==> src/rtl/artemis_ddr3_burst_ctrl.sv <==
// Burst controller splitting user read/write transfers into MCB commands of up to BURST_MAX words.
// One command in flight at a time; any port fault while busy aborts the transfer with a sticky error.
module artemis_ddr3_burst_ctrl #(
    parameter int BURST_MAX = 64
) (
    input  logic        clk,
    input  logic        rst_n,
    input  logic        calibration_done,
    input  logic        req_start,
    input  logic        req_write,
    input  logic [29:0] req_addr,
    input  logic [23:0] req_count,
    output logic        busy,
    output logic        done,
    output logic        error,
    input  logic [31:0] wr_data,
    input  logic        wr_valid,
    output logic        wr_ready,
    output logic [31:0] rd_data,
    output logic        rd_valid,
    input  logic        rd_ready,
    output logic        p_cmd_en,
    output logic [2:0]  p_cmd_instr,
    output logic [5:0]  p_cmd_bl,
    output logic [29:0] p_cmd_byte_addr,
    input  logic        p_cmd_full,
    output logic        p_wr_en,
    output logic [3:0]  p_wr_mask,
    output logic [31:0] p_wr_data,
    input  logic        p_wr_full,
    input  logic        p_wr_underrun,
    input  logic        p_wr_error,
    output logic        p_rd_en,
    input  logic [31:0] p_rd_data,
    input  logic        p_rd_empty,
    input  logic        p_rd_overflow,
    input  logic        p_rd_error
);

    typedef enum logic [2:0] {
        S_IDLE     = 3'd0,
        S_WR_FILL  = 3'd1,
        S_WR_CMD   = 3'd2,
        S_RD_CMD   = 3'd3,
        S_RD_DRAIN = 3'd4,
        S_DONE     = 3'd5
    } state_t;

    state_t      state_r, state_n_s;
    logic [29:0] addr_r;
    logic [23:0] remaining_r;
    logic [6:0]  chunk_r, fill_cnt_r, drain_cnt_r;
    logic        busy_r, done_r, error_r;
    logic        cmd_en_r;
    logic [2:0]  cmd_instr_r;
    logic [5:0]  cmd_bl_r;
    logic [29:0] cmd_addr_r;

    logic        active_s, fault_s, accept_s, issue_s, advance_s;
    logic        wr_ready_s, rd_valid_s, wr_beat_s, rd_beat_s;
    logic [23:0] rem_after_s, rem_load_s;
    logic [6:0]  chunk_next_s;

    assign active_s = (state_r == S_WR_FILL) || (state_r == S_WR_CMD) ||
                      (state_r == S_RD_CMD)  || (state_r == S_RD_DRAIN);
    assign fault_s  = active_s && (p_wr_underrun || p_wr_error || p_rd_overflow ||
                                   p_rd_error || !calibration_done);

    // Chunk for the next burst comes from req_count on accept, otherwise from what is left
    assign rem_after_s  = remaining_r - {17'd0, chunk_r};
    assign rem_load_s   = (state_r == S_IDLE) ? req_count : rem_after_s;
    assign chunk_next_s = (rem_load_s < 24'(BURST_MAX)) ? rem_load_s[6:0] : 7'(BURST_MAX);

    // Next-state and stream handshake decode
    always_comb begin
        state_n_s  = state_r;
        accept_s   = 1'b0;
        issue_s    = 1'b0;
        advance_s  = 1'b0;
        wr_ready_s = 1'b0;
        rd_valid_s = 1'b0;
        if (fault_s) begin
            state_n_s = S_DONE;
        end else begin
            case (state_r)
                S_IDLE: begin
                    if (req_start && calibration_done) begin
                        accept_s = 1'b1;
                        if (req_count == 24'd0) begin
                            state_n_s = S_DONE;
                        end else if (req_write) begin
                            state_n_s = S_WR_FILL;
                        end else begin
                            state_n_s = S_RD_CMD;
                        end
                    end else begin
                        state_n_s = S_IDLE;
                    end
                end
                S_WR_FILL: begin
                    wr_ready_s = !p_wr_full && (fill_cnt_r < chunk_r);
                    if (fill_cnt_r == chunk_r) begin
                        state_n_s = S_WR_CMD;
                    end else begin
                        state_n_s = S_WR_FILL;
                    end
                end
                S_WR_CMD: begin
                    if (!p_cmd_full) begin
                        issue_s   = 1'b1;
                        advance_s = 1'b1;
                        state_n_s = (rem_after_s == 24'd0) ? S_DONE : S_WR_FILL;
                    end else begin
                        state_n_s = S_WR_CMD;
                    end
                end
                S_RD_CMD: begin
                    if (!p_cmd_full) begin
                        issue_s   = 1'b1;
                        state_n_s = S_RD_DRAIN;
                    end else begin
                        state_n_s = S_RD_CMD;
                    end
                end
                S_RD_DRAIN: begin
                    rd_valid_s = !p_rd_empty && (drain_cnt_r < chunk_r);
                    if (drain_cnt_r == chunk_r) begin
                        advance_s = 1'b1;
                        state_n_s = (rem_after_s == 24'd0) ? S_DONE : S_RD_CMD;
                    end else begin
                        state_n_s = S_RD_DRAIN;
                    end
                end
                S_DONE:  state_n_s = S_IDLE;
                default: state_n_s = S_IDLE;
            endcase
        end
    end

    assign wr_beat_s = wr_valid && wr_ready_s;
    assign rd_beat_s = rd_valid_s && rd_ready;

    // State register
    always_ff @(posedge clk or negedge rst_n) begin
        if (!rst_n) begin
            state_r <= S_IDLE;
        end else begin
            state_r <= state_n_s;
        end
    end

    // Transfer bookkeeping and registered MCB command
    always_ff @(posedge clk or negedge rst_n) begin
        if (!rst_n) begin
            addr_r      <= 30'd0;
            remaining_r <= 24'd0;
            chunk_r     <= 7'd0;
            fill_cnt_r  <= 7'd0;
            drain_cnt_r <= 7'd0;
            cmd_en_r    <= 1'b0;
            cmd_instr_r <= 3'b000;
            cmd_bl_r    <= 6'd0;
            cmd_addr_r  <= 30'd0;
        end else begin
            cmd_en_r <= issue_s;
            if (issue_s) begin
                cmd_instr_r <= (state_r == S_WR_CMD) ? 3'b000 : 3'b001;
                cmd_bl_r    <= 6'(chunk_r - 7'd1);
                cmd_addr_r  <= addr_r;
            end
            if (accept_s) begin
                addr_r      <= req_addr & 30'h3FFF_FFFC;
                remaining_r <= req_count;
            end else if (advance_s) begin
                addr_r      <= addr_r + {21'd0, chunk_r, 2'b00};
                remaining_r <= rem_after_s;
            end
            if ((state_n_s == S_WR_FILL && state_r != S_WR_FILL) ||
                (state_n_s == S_RD_CMD && state_r != S_RD_CMD)) begin
                chunk_r <= chunk_next_s;
            end
            if (state_r != S_WR_FILL) begin
                fill_cnt_r <= 7'd0;
            end else if (wr_beat_s) begin
                fill_cnt_r <= fill_cnt_r + 7'd1;
            end
            if (state_r != S_RD_DRAIN) begin
                drain_cnt_r <= 7'd0;
            end else if (rd_beat_s) begin
                drain_cnt_r <= drain_cnt_r + 7'd1;
            end
        end
    end

    // Status flags; error is sticky until the next accepted request
    always_ff @(posedge clk or negedge rst_n) begin
        if (!rst_n) begin
            busy_r  <= 1'b0;
            done_r  <= 1'b0;
            error_r <= 1'b0;
        end else begin
            busy_r <= (state_n_s == S_WR_FILL) || (state_n_s == S_WR_CMD) ||
                      (state_n_s == S_RD_CMD)  || (state_n_s == S_RD_DRAIN);
            done_r <= (state_n_s == S_DONE);
            if (accept_s) begin
                error_r <= 1'b0;
            end else if (fault_s) begin
                error_r <= 1'b1;
            end
        end
    end

    assign busy            = busy_r;
    assign done            = done_r;
    assign error           = error_r;
    assign wr_ready        = wr_ready_s;
    assign rd_valid        = rd_valid_s;
    assign rd_data         = p_rd_data;
    assign p_wr_en         = wr_beat_s;
    assign p_wr_data       = wr_data;
    assign p_wr_mask       = 4'h0;
    assign p_rd_en         = rd_beat_s;
    assign p_cmd_en        = cmd_en_r;
    assign p_cmd_instr     = cmd_instr_r;
    assign p_cmd_bl        = cmd_bl_r;
    assign p_cmd_byte_addr = cmd_addr_r;

endmodule

==> config.mk <==
export PLATFORM = sky130hd
export DESIGN_NAME = artemis_ddr3_burst_ctrl
export DESIGN_NICKNAME = d
export VERILOG_FILES = /design/src/rtl/artemis_ddr3_burst_ctrl.sv
export SDC_FILE = /design/constraint.sdc
export NUM_CORES = 1
export LEC_CHECK = 0
export CORE_MARGIN = 8
export CORE_UTILIZATION = 35
export CTS_BUF_LIST = sky130_fd_sc_hd__clkbuf_2 sky130_fd_sc_hd__clkbuf_4 sky130_fd_sc_hd__clkbuf_8
export DETAILED_ROUTE_END_ITERATION = 10
export SYNTH_ARGS = -nofsm -noshare
export SYNTH_HDL_FRONTEND = slang
export SYNTH_SLANG_ARGS = --single-unit
export TNS_END_PERCENT = 50
==> constraint.sdc <==
create_clock -name clk -period 5.1 [get_ports clk]
set_input_delay 0.765 -clock clk [delete_from_list [all_inputs] [get_ports clk]]
set_output_delay 0.765 -clock clk [all_outputs]
set_load 0.05 [all_outputs]
==> results.md, run 1 <==
- Clk_lat worst skew: 0.44 ns
- Crit-path cells: inv_1, ha_1, nor2b_1, o21a_1, o21a_1, o21a_1, o21a_1, o21ai_1, nand3_1, inv_1, clkdlybuf4s50_1
- RR Endpoint: chunk_r[6]
- Initial DRC Count: between 400 and 500
- Critical setup path kind: flip-flop to output port
- Max-cap viol count: 0
- DP Wirelength: between 15,000 and 20,000 um
- Register area: 2880 um^2
- Die height: between 150 and 200 um
- PostCTS Resize Cnt: 0
- Mapped Cells: roughly 850
- Root Buffer: clkbuf_8
- Final Hold Fails: 0
- DR WL/cell: 18.1 um
- Gpl congestion: 0.892
- Core Util, Final: ~41%
- Die footprint: between 20,000 and 30,000 um^2
- F_max: approximately 0.22 GHz
- P_leak: 3.71 nW
- Initial antenna violation count: 0
- Final wirelength: approximately 21,000 um
- Clk slew on worst S/H paths: 0.08 ns
- Slew Limit Headroom: between 20% and 30%
- Sequential share of the synthesized area: ~38%
- Crit path max-delay family: buffers and inverters
- # IOs: ~250
- Fill count: approximately 2,200
- Die W: between 150 and 200 um
- Layout overhead on the synthesized area: 17.3%
- Synthesis warning total: 0
- GR Util All Layers: between 15 and 20%
- Largest net degree at the start of global routing: 56
- DR vias: about 6,400
- Num CTS Buffers: 17
- Layout Skew: between 0.01 and 0.015 ns
- Initial core utilization: 35.2%
- Syn Std Cell Area: ~7600 um^2
- Reg2reg start: chunk_r[0]
- Startpoint types: flip-flop
- FF-to-FF setup slack: ~0.90 ns
- Post-route cell area: between 8000 and 9000 um^2
- Number of synthesized flops with an enable pin: 0
- WP data arrival: approximately 3.7 ns
- Req. time, crit path: between 4 and 5 ns
- Clk sink count: 115
- Maximum VDD drop: 189 uV
- Ant diodes: 0
- DP Area: 8450 um^2
- Core area: roughly 22,000 um^2
- CP Buf/Inv Count: 3
- Post-synth cell types: 72
- Synth Register Bits: 115
- Min-delay worst type: input port to async pin
- Total setup buffers inserted after CTS: 0
- Setup tns final: 0 ns
- Slowest cell on crit path: clkdlybuf4s50_1
- CTS Buffer Depth: 2
- Final min period: 4.50 ns
- Final Cycle Share: around 90%
- Slew Limit Fails: 0
- Main synth FF type: dfrtp_1
- DRC Markers: 0
- # port buffers: between 100 and 150
- Layout cells sized above 1: roughly a tenth
- Placed Cells: ~1,100
- Total global routing overflow: 0
- Max incr delay on CP: 0.80 ns
- Pwr Total: roughly 4.6 mW
- Vias in the first global route: about 6,400
- Critical path peak fanout: 8
- First-pass GRT wire length: ~34,000 um
- FP Rows: 54
- Post-route insts no fill: 1,177
- RSZ-0062 raised after global routing: no
- Pwr dens: between 500 and 600 nW/um^2
- CP endpoint kind: output port
- Reg2reg path depth: 11
- Worst-margin pin slew: 1.14 ns
- Post-route ant nets: 0
- # setup viols final: 0
- CTS tree: built
- Hold-fix buffers, CTS: 0
- Area occupied by multi-input gates: 3940 um^2
- Pre-antenna DRT Iters: 8
- Vias/cell: 5.46
- Syn Area/Cell: around 9 um^2
- CTS H-tree lvls: 4
- Status: finished clean
- CP dominant cell by count: o21a_1
- Fin nets: 1,049
- Async S/R FF share, synth: between 90% and 100%
-- cells by family after synthesis --
group,count (synthesis),share of synthesized area (%)
buf+inv,139,10.6
compound gates,201,18.2
xor+xnor,23,2.66
flops,115,37.9
mux,37,5.41
simple gates,298,19.6
other cells,1,0.0494
fa+ha+maj,33,5.64
-- routing by layer --
metal  wire length (um)  up-vias  share of wire (%)  GRT usage (%)
li1                   -     3088                  -              -
met1               9530     3084                 45           20.9
met2               9950      221                 47           25.6
met3               1420       29                6.7           4.06
met4                369        0                1.7           5.46
met5                  0        -                  0              0
-- per-stage QoR --
| step | hold slack, ns | setup WS [ns] |
|---|---|---|
| 2_1_floorplan | 0.445 | 0.904 |
| 3_3_place_gp | 0.466 | 0.922 |
| 3_5_place_dp | 0.471 | 0.881 |
| 4_1_cts | 0.219 | 0.565 |
| 5_1_grt | 0.239 | 0.385 |
| 6_report | 0.239 | 0.604 |
-- cell usage after synthesis, drive strengths merged, types with 11 or more instances --
master  count  share of area (%)
nor2       58                2.9
dfrtp     115                 38
nor4       14                1.3
o211ai     12                1.2
buf        76                7.4
ha         31                5.1
mux2       29                4.4
o21ai      63                4.2
nand4      15                1.2
nor3       16                1.1
inv        30                1.5
a21oi      25                1.7
nand2     101                5.0
clkbuf     33                1.6
xor2       11                1.3
o311ai     11                1.3
xnor2      12                1.4
nand3      26                1.7
-- layout by cell type, fill, tap and decap left out, types with 5 or more instances in the layout --
master           netlist  routed
or3_1                  9       9
clkdlybuf4s50_1        0     107
a31oi_1               10      10
a221o_1               10      10
o22ai_1                8       8
nor2b_1                8       8
xor2_1                11      11
dfrtp_1              115     115
a211oi_1               5       5
clkbuf_8               0      18
conb_1                 1       8
o21ai_0               62      62
o21a_1                 5       5
a21oi_1               24      24
and3_1                 8       7
ha_1                  31      31
nor4_1                12      12
nor3_1                16      15
nand4_1               15      15
a21o_1                 6       6
mux2i_1                8       8
xnor2_1               12      12
and2_1                 7       7
buf_4                 72      13
inv_1                 30      30
o311ai_0              11      11
a22oi_1                7       7
nand2_1              101     100
o211ai_1              12      12
nand3_1               26      26
or4_1                  8       8
mux2_2                28      28
nor2_1                58      58
nand2b_1               6       6
or2_2                  5       5
-- power by group --
part           internal [mW]  leakage [nW]  total (mW)  switching (mW)
registers               1.15          1.50        1.46           0.306
clock network          0.552         0.217       0.964           0.413
logic                  0.851          1.99        2.14            1.29
total                   2.56          3.71        4.57            2.01
-- registers in the layout, summed over array words and instances (netlist names), 3 cells and up --
signal and count:
drain_cnt_r 7, chunk_r 7, p_cmd_bl 6, addr_r 28
state_r 3, remaining_r 24, fill_cnt_r 7, p_cmd_byte_addr 28
-- worst max path at each step --
stage                           from  endpoint  slack, ns  depth (start not counted)
floorplan                 p_wr_error   p_wr_en       0.90                          5
global placement    calibration_done   p_wr_en       0.92                          7
detailed placement  calibration_done   p_wr_en       0.88                          7
CTS                       chunk_r[1]   p_rd_en       0.57                         11
global route              chunk_r[1]   p_rd_en       0.39                         11
finish                    chunk_r[1]   p_rd_en       0.60                         11
-- layout make-up --
type | instances | area share (%)
clock buffers | 18 | 2.78
clock inverters | 14 | 2.25
repair buffers | 120 | 13.1
inverters | 30 | 1.27
multi-input cells | 600 | 44.3
flip-flops and latches | 115 | 32.3
well taps | 280 | 3.94
Power figures use the tool's default switching activity.
==> inputs of run 2 (changes only) <==
--- a/config.mk
+++ b/config.mk
@@ -12,4 +12,4 @@
 export SYNTH_ARGS = -nofsm -noshare
 export SYNTH_HDL_FRONTEND = slang
 export SYNTH_SLANG_ARGS = --single-unit
-export TNS_END_PERCENT = 50
+export TNS_END_PERCENT = 100
==> results of run 2 <==
Final layout, timing and power as in run 1 (identical DEF).
